## src/rtl/fb_writer.sv

```systemverilog
// Generic single-clock FIFO; DEPTH must be a power of two.
// Latency: pushed word visible at dout the cycle after the push edge.
// Backpressure: push ignored when full, pop ignored when empty; no push-through when full.
module fb_fifo #(
    parameter int W     = 8,
    parameter int DEPTH = 8
) (
    input  logic         clk,
    input  logic         rst,
    input  logic         push,
    input  logic         pop,
    input  logic [W-1:0] din,
    output logic [W-1:0] dout,
    output logic         full,
    output logic         empty
);
    localparam int AW = (DEPTH > 1) ? $clog2(DEPTH) : 1;
    localparam logic [AW:0] DEPTH_C = (AW+1)'(DEPTH);

    logic [W-1:0]  store [DEPTH];
    logic [AW-1:0] wr_ptr;
    logic [AW-1:0] rd_ptr;
    logic [AW:0]   count;
    logic          do_push;
    logic          do_pop;

    assign full    = (count == DEPTH_C);
    assign empty   = (count == '0);
    assign do_push = push && !full;
    assign do_pop  = pop && !empty;
    assign dout    = store[rd_ptr];

    always_ff @(posedge clk) begin
        if (do_push) store[wr_ptr] <= din;
    end

    always_ff @(posedge clk or negedge rst) begin
        if (!rst) begin
            wr_ptr <= '0;
            rd_ptr <= '0;
            count  <= '0;
        end else begin
            if (do_push) wr_ptr <= wr_ptr + AW'(1);
            if (do_pop)  rd_ptr <= rd_ptr + AW'(1);
            case ({do_push, do_pop})
                2'b10:   count <= count + (AW+1)'(1);
                2'b01:   count <= count - (AW+1)'(1);
                default: count <= count;
            endcase
        end
    end
endmodule

// Frame-buffer writer: drains buffered pixel requests and runs clipped block fills into frame RAM during vblank.
// Latency: request accepted at edge N is written (mem_we) after edge N+2; fills write one pixel per vblank cycle.
// Backpressure: req_ready low while the request buffer is full; fill_start only taken when idle.
module fb_writer #(
    parameter int ADDR_W     = 19,
    parameter int DATA_W     = 4,
    parameter int FB_SIZE    = 307200,
    parameter int FIFO_DEPTH = 8
) (
    input  logic              clk,
    input  logic              rst,
    input  logic              vblank,
    input  logic              req_valid,
    input  logic [ADDR_W-1:0] req_addr,
    input  logic [DATA_W-1:0] req_data,
    output logic              req_ready,
    input  logic              fill_start,
    input  logic [ADDR_W-1:0] fill_base,
    input  logic [ADDR_W-1:0] fill_len,
    input  logic [DATA_W-1:0] fill_color,
    output logic              fill_done,
    output logic              busy,
    output logic              mem_we,
    output logic [ADDR_W-1:0] mem_addr,
    output logic [DATA_W-1:0] mem_wdata,
    output logic [7:0]        drop_cnt
);
    typedef enum logic [1:0] {IDLE, DRAIN, FILL} state_t;

    localparam logic [ADDR_W:0] FB_LIMIT = (ADDR_W+1)'(FB_SIZE);

    state_t                   state;
    state_t                   state_nxt;
    logic                     fifo_full;
    logic                     fifo_empty;
    logic [ADDR_W+DATA_W-1:0] fifo_dout;
    logic                     req_acc;
    logic                     req_oob;
    logic                     push;
    logic                     pop;
    logic                     fill_acc;
    logic                     fill_degen;
    logic                     fill_wr;
    logic                     fill_end;
    // One extra bit so the clip compare cannot be fooled by address wrap.
    logic [ADDR_W:0]          fill_addr;
    logic [ADDR_W-1:0]        fill_rem;
    logic [DATA_W-1:0]        fill_col;

    assign req_ready  = !fifo_full;
    assign req_acc    = req_valid && req_ready;
    assign req_oob    = ({1'b0, req_addr} >= FB_LIMIT);
    assign push       = req_acc && !req_oob;
    assign busy       = (state != IDLE) || !fifo_empty;
    assign fill_degen = (fill_len == '0) || ({1'b0, fill_base} >= FB_LIMIT);

    fb_fifo #(
        .W     (ADDR_W + DATA_W),
        .DEPTH (FIFO_DEPTH)
    ) u_fifo (
        .clk   (clk),
        .rst   (rst),
        .push  (push),
        .pop   (pop),
        .din   ({req_addr, req_data}),
        .dout  (fifo_dout),
        .full  (fifo_full),
        .empty (fifo_empty)
    );

    always_ff @(posedge clk or negedge rst) begin
        if (!rst) state <= IDLE;
        else      state <= state_nxt;
    end

    always_comb begin
        state_nxt = state;
        pop       = 1'b0;
        fill_acc  = 1'b0;
        fill_wr   = 1'b0;
        fill_end  = 1'b0;
        case (state)
            IDLE: begin
                // A fill wins over draining; entries pushed meanwhile wait in the buffer.
                if (fill_start) begin
                    fill_acc = 1'b1;
                    if (!fill_degen) state_nxt = FILL;
                end else if (!fifo_empty && vblank) begin
                    state_nxt = DRAIN;
                end
            end
            DRAIN: begin
                if (fifo_empty || !vblank) state_nxt = IDLE;
                else                       pop = 1'b1;
            end
            FILL: begin
                if (fill_rem == '0 || fill_addr >= FB_LIMIT) begin
                    fill_end  = 1'b1;
                    state_nxt = IDLE;
                end else if (vblank) begin
                    fill_wr = 1'b1;
                end
            end
            default: state_nxt = IDLE;
        endcase
    end

    always_ff @(posedge clk or negedge rst) begin
        if (!rst) begin
            mem_we    <= 1'b0;
            mem_addr  <= '0;
            mem_wdata <= '0;
            fill_done <= 1'b0;
            drop_cnt  <= '0;
            fill_addr <= '0;
            fill_rem  <= '0;
            fill_col  <= '0;
        end else begin
            mem_we    <= pop || fill_wr;
            // Degenerate fills never enter FILL, so they report completion straight away.
            fill_done <= fill_end || (fill_acc && fill_degen);
            if (pop) begin
                mem_addr  <= fifo_dout[ADDR_W+DATA_W-1:DATA_W];
                mem_wdata <= fifo_dout[DATA_W-1:0];
            end else if (fill_wr) begin
                mem_addr  <= fill_addr[ADDR_W-1:0];
                mem_wdata <= fill_col;
                fill_addr <= fill_addr + (ADDR_W+1)'(1);
                fill_rem  <= fill_rem - ADDR_W'(1);
            end
            if (fill_acc) begin
                fill_addr <= {1'b0, fill_base};
                fill_rem  <= fill_len;
                fill_col  <= fill_color;
            end
            if (req_acc && req_oob && drop_cnt != 8'hFF) drop_cnt <= drop_cnt + 8'd1;
        end
    end
endmodule

```

## config.mk

```make
export PLATFORM = sky130hd
export DESIGN_NAME = fb_writer
export DESIGN_NICKNAME = d
export VERILOG_FILES = /design/src/rtl/fb_writer.sv
export SDC_FILE = /design/constraint.sdc
export NUM_CORES = 1
export LEC_CHECK = 0
export CORE_MARGIN = 5
export CORE_UTILIZATION = 47
export CTS_BUF_LIST = sky130_fd_sc_hd__clkbuf_16
export DETAILED_ROUTE_END_ITERATION = 7
export GPL_TIMING_DRIVEN = 0
export PLACE_DENSITY = 0.67
export SLEW_MARGIN = 40
export SYNTH_ARGS = -nofsm -noshare
export SYNTH_HDL_FRONTEND = slang
export SYNTH_SLANG_ARGS = --single-unit
export TNS_END_PERCENT = 10
```

## constraint.sdc

```tcl
create_clock -name clk -period 7.21 [get_ports clk]
set_input_delay 1.442 -clock clk [delete_from_list [all_inputs] [get_ports clk]]
set_output_delay 1.442 -clock clk [all_outputs]
set_load 0.02 [all_outputs]
```

# Word-level counts from Yosys, hierarchy flattened
# Memories as Yosys holds them, arrays and structs flattened.
# Cells that the tools add are included.
# classes
n_bitwise,0
n_eq_ne,11
div_mod_pow,0
shift,0
addsub,7
n_lt_le_gt_ge,3
multipliers,0
n_mux,28
n_reduce_logical,28
# op_table
operator,count
$mux 19,5
$mux 20,3
$ge 19x19->1 const B,2
$logic_not 19->1,2
$add 20x1->20 const B,1
$ge 20x19->1 const B,1
$sub 19x1->19 const B,1
$mux 1,11
$mux 2,5
$add 8x1->8 const B,1
$logic_and 1x1->1,8
$mux 4,2
$ne 8x8->1 const B,1
$pmux 4 s2,1
$reduce_bool 2->1,4
$add 3x1->3 const B,2
$logic_or 1x1->1,6
$ne 3x3->1 const B,2
$pmux 2 s3,1
$add 4x1->4 const B,1
$eq 2x1->1 const B,2
$eq 2x2->1 const B,2
$eq 4x4->1 const B,1
$logic_not 1->1,4
other kinds (7),8
# totals
memories,1
elab_cells,90
out_inout_bits,35
reg_bits,88
mem_bits_rw,184
mem_bits_ro,0
latch_bits,0
in_bits,70
# memory_table
name,depth,word_bits,read_ports,rd_ports_with_merged_regs,wr,line_no,rtl
u_fifo.store,8,23,1,0,1,20,logic [W-1:0] store [DEPTH];

# Depth between registers and ports, before layout
# Gate-level depths: netlist of the first run.
# depth
ltp_word,7
ltp_mapped,12
ltp_nobuf,11

# Cells and area by module
# A second synthesis of the first run with hierarchy kept.
# unflattened
cells_unflattened,775
area_unflattened_um2,11623.6
# by_module_without_submodules
mod,seq_area_each_um2,instances,cells_per_inst,area_each_um2
fb_fifo,5775.5,1,333,7636.1
fb_writer,1951.9,1,442,3987.6

# Worst setup path before layout of the first run
# Ideal clock, no wire load.
# synth_timing
path_type,input to register
startpoint,in req_addr[13]
endpoint,"mem u_fifo.store[1][0] (netlist name), enable pin"
required_time_ns,6.773
n_path_buf,0
setup_ns,0.437
slack_ns,2.580
t_arrival_ns,4.193
stages,5
cell_sequence,a21o_1 a211o_1 a21boi_1 nand2b_1 nor3b_1
# synth_between
elab_chain_len,6
# synth_rtl
element,line_no,rtl
from (decl),67,"input logic [ADDR_W-1:0] req_addr,"
$ge 19x19->1,105,"assign req_oob = ({1'b0, req_addr} >= FB_LIMIT);"
$logic_not 1->1,106,assign push = req_acc && !req_oob;
$logic_and 1x1->1,106,
$logic_and 1x1->1,29,assign do_push = push && !full;
$mux 1,34,if (do_push) store[wr_ptr] <= din;
$mux 1 (implied by the code),34,
to (decl),20,
# Every way passes these cells.

# Final worst setup path of the first run
# layout_timing
startpoint,in req_addr[13]
endpoint,"mem u_fifo.store[0][6] (netlist name), enable pin"
# Same word-level chain as after synthesis.

==> results of run 1 <==
-- critical path: cells and delay by family --
family                 cells  cell delay [ns]
AOI/OAI and AO/OA          3             1.08
and+or+nand+nor            2             0.60
buffers and inverters      4             1.26
-- per-stage QoR --
stage,instance area [µm²],cells,total power (µW),setup slack [ns]
global placement,13100,1226,3960,0.138
CTS,14300,1306,5510,3.06
global route,14300,1306,5770,2.85
finish,14300,1306,5470,3.08
detailed placement,13300,1253,4030,2.46
floorplan,11600,798,3340,2.58
-- placed cells by master (no fill, tap or decap), types with 5 or more instances in the layout --
master / count
edfxtp_1: 184
nand2_1: 105
clkdlybuf4s50_1: 103
dfrtp_1: 88
mux4_2: 46
a31oi_1: 39
clkbuf_1: 29
clkbuf_16: 29
a211oi_1: 28
nor2b_1: 25
nor2_1: 22
inv_1: 18
buf_4: 17
nand3_1: 15
xnor2_1: 15
buf_2: 14
or3_1: 13
o21ai_0: 12
or4_1: 11
a21oi_1: 10
nand4_1: 10
ha_1: 10
o211ai_1: 9
clkinv_1: 8
xor2_1: 7
and3_1: 7
clkinv_2: 6
nor3_1: 5
o21ai_1: 5
a211o_1: 5
buf_6: 5
nor4_1: 5
nor3b_2: 5
-- worst max-delay path by stage --
stage                       startpoint                           end  slack (ns)  cells past startpoint
final                     req_addr[13]  u_fifo.store[0][6]$_DFFE_PP_        3.08                      9
after global routing      req_addr[13]  u_fifo.store[1][7]$_DFFE_PP_        2.85                      8
after CTS                 req_addr[13]  u_fifo.store[1][7]$_DFFE_PP_        3.06                      8
after detailed placement  req_addr[13]  u_fifo.store[1][5]$_DFFE_PP_        2.46                      8
after global placement    req_addr[13]  u_fifo.store[1][5]$_DFFE_PP_        0.14                      6
after floorplan           req_addr[13]  u_fifo.store[1][0]$_DFFE_PP_        2.58                      5
-- synth_stat cells (2+ instances only) --
library cell and n:
clkbuf_1 30, mux2i_1 3, o2111a_1 2, a21o_1 2
and3_1 7, or3_1 13, buf_6 4, nand2_1 105
nor4_1 5, mux2_2 3, buf_2 5, dfrtp_1 88
o211a_1 2, nor3b_1 8, and2_1 2, a211o_1 5
edfxtp_1 184, nor2_1 24, or4_1 11, o311ai_1 2
inv_1 13, o2111ai_1 2, nand3_1 15, a2111oi_0 4
xnor2_1 15, a211oi_1 28, a31oi_1 39, xor2_1 7
ha_1 10, or2_2 4, o21ai_1 5, mux4_2 46
nor3_1 7, o21ai_0 12, o31ai_1 4, nand2b_1 4
a21oi_1 10, buf_1 5, nor2b_1 25, nand4_1 10
o211ai_1 9, o22ai_1 3, nand3b_1 2
-- layout make-up --
cell class / instances / area, µm²
fill: 1887 / 10000
sequential: 272 / 7730
multi-input combinational: 469 / 3680
timing repair buffer: 131 / 1270
clock buffer: 29 / 726
tap: 324 / 405
clock inverter: 24 / 219
buffer: 44 / 205
inverter: 13 / 48.8
-- state kept, by name (all words and copies together) (netlist names) --
name,cells
fill_col,4
mem_wdata,4
u_fifo.count,4
u_fifo.store,184
state,2
fill_rem,19
mem_we,1
u_fifo.rd_ptr,3
mem_addr,19
drop_cnt,8
u_fifo.wr_ptr,3
fill_done,1
fill_addr,20
-- kinds of logic after synthesis --
group	count (synthesis)	share of synthesized area
buffers and inverters	57	0.0216
flip-flops	272	0.666
multiplexers	52	0.0948
AND/OR/NAND/NOR	248	0.108
AO/OA/AOI/OAI	137	0.0827
XOR/XNOR	22	0.0166
adder cells (fa/ha/maj)	10	0.0108
-- where the power goes --
part           leakage, µW  switching (µW)  internal [µW]
clock network     0.000486             597            872
logic              0.00186             958            786
registers          0.00270             251           2010
-- per-layer routing --
layer / track usage / wire length [µm] / vias up
met3: 0.0358 / 1770 / 50
met2: 0.338 / 13900 / 273
li1: - / - / 3427
met1: 0.276 / 11900 / 3781
met5: 0 / 14 / -
met4: 0.0561 / 778 / 2
==> results.sh, run 1 <==
export IMPL_start_util=0.477
export IMPL_place_hpwl_um=20300
export IMPL_path_clk_slew_ns=0.06
export IMPL_seq_area_frac_synth=0.666
export IMPL_r2r_end="u_fifo.store[0][6]$_DFFE_PP_"
export IMPL_max_cap_viol_count=0
export IMPL_cp_arrival_ns=4.39
export IMPL_antenna_cells=0
export IMPL_grt_pass1_wl_um=44600
export IMPL_clockRootBuffer="clkbuf_16"
export IMPL_grt_usage=0.202
export IMPL_reg2reg_from="u_fifo.count[1]$_DFFE_PN0P_"
export IMPL_gp_congestion=0.896
export IMPL_fin_crit_sh=0.573
export IMPL_dieArea_um2=27900
export IMPL_fin_hold_ws_ns=0.494
export IMPL_syn_cell_area_um2=11600
export IMPL_ys_ff_latch=272
export IMPL_rsz0062_at_grt="no"
export IMPL_route_detailed_drc=0
export IMPL_grt_pass1_vias=7560
export IMPL_fmax_mhz=242
export IMPL_setup_tns_ns=0
export IMPL_p_leak_uw=0.00505
export IMPL_vias_per_cell=5.77
export IMPL_htree_levels=1
export IMPL_port_buffers=104
export IMPL_synth_async_reset_ratio=0.324
export IMPL_postRouteAntennaNets=0
export IMPL_cts_resized=0
export IMPL_drt_wl_total_um=28400
export IMPL_fp_row_count=57
export IMPL_drt_first_pass_iters=6
export IMPL_ff2ff_setup_slack_ns=4.21
export IMPL_die_width_um=167
export IMPL_endpoint_kind="register"
export IMPL_numCtsBuffers=29
export IMPL_synth_edf_count=184
export IMPL_ys_flop_type="edfxtp_1"
export IMPL_cp_max_fo=9
export IMPL_status="completed"
export IMPL_ys_types=57
export IMPL_cts_tree="yes"
export IMPL_grt_overflow=0
export IMPL_crit_chain="clkdlybuf4s50_1, a21o_1, a211o_1, a21boi_1, nand2b_1, nor3_2, buf_2, buf_4, buf_4"
export IMPL_synth_largest_type_area_fraction=0.476
export IMPL_syn_to_final_growth_pct=23.1
export IMPL_vdd_ir_drop_max_v=0.000222
export IMPL_cp_slowest_stage_delay_ns=0.58
export IMPL_holdCritStartpoint="fill_col[1]$_DFFE_PN0P_"
export IMPL_tightest_slew_ns=0.866
export IMPL_p_per_area_nw_per_um2=383
export IMPL_hold_depth=2
export IMPL_netlist_instances=798
export IMPL_route_vias_total=7533
export IMPL_critPathSlowestCell="clkdlybuf4s50_1"
export IMPL_cts_hold_buf=0
export IMPL_reg2reg_depth=9
export IMPL_utilization=0.587
export IMPL_worstSetupStartpointType="input port"
export IMPL_die_h_um=167
export IMPL_worstSkewPairLatency_ns=0.55
export IMPL_core_area_um2=24300
export IMPL_syn_area_per_cell_um2=14.5
export IMPL_pin_count=105
export IMPL_crit_required_ns=7.46
export IMPL_worstHoldEndpoint="fill_col[1]$_DFFE_PN0P_"
export IMPL_antenna_found_initial=1
export IMPL_synthTopCellsByArea="edfxtp_1, dfrtp_1, mux4_2"
export IMPL_synth_warnings=0
export IMPL_drtIter0Drc=620
export IMPL_post_route_min_period_ns=4.13
export IMPL_slew_headroom=0.419
export IMPL_critical_path_class="in -> reg"
export IMPL_clock_skew_final_ns=0.00674
export IMPL_hp_class="reg -> reg"
export IMPL_hold_violations=0
export IMPL_cts_sinks=272
export IMPL_cp_common_cell="buf_4"
export IMPL_nNetsFinal=1040
export IMPL_yosysTopAreaCell="edfxtp_1"
export IMPL_slew_violations=0
export IMPL_layout_drive_gt1_share=0.151
export IMPL_wire_per_inst_um=21.7
export IMPL_syn_num_nets=878
export IMPL_grt_start_max_net_pins=48
export IMPL_setup_viol=0
export IMPL_cts_path_max_buffers=3
export IMPL_post_cts_buffers=0
Power figures use the tool's default switching activity.
==> inputs of run 2 (changes only) <==
==> constraint.sdc (replaced) <==
create_clock -name clk -period 4 [get_ports clk]
set_input_delay 0.8 -clock clk [delete_from_list [all_inputs] [get_ports clk]]
set_output_delay 0.8 -clock clk [all_outputs]
set_load 0.02 [all_outputs]
==> results of run 2 <==
Same layout as run 1 (identical final DEF). Status: completed.
Main changes from that run: setup slack after placement 2.46 ns -> -0.103 ns; setup slack after layout 3.08 ns -> 0.508 ns; hold slack 0.494 ns -> 0.167 ns; register-to-register setup slack 4.21 ns -> 1.00 ns; total power 5470 µW -> 9860 µW; worst IR drop on VDD 0.000222 V -> 0.000400 V
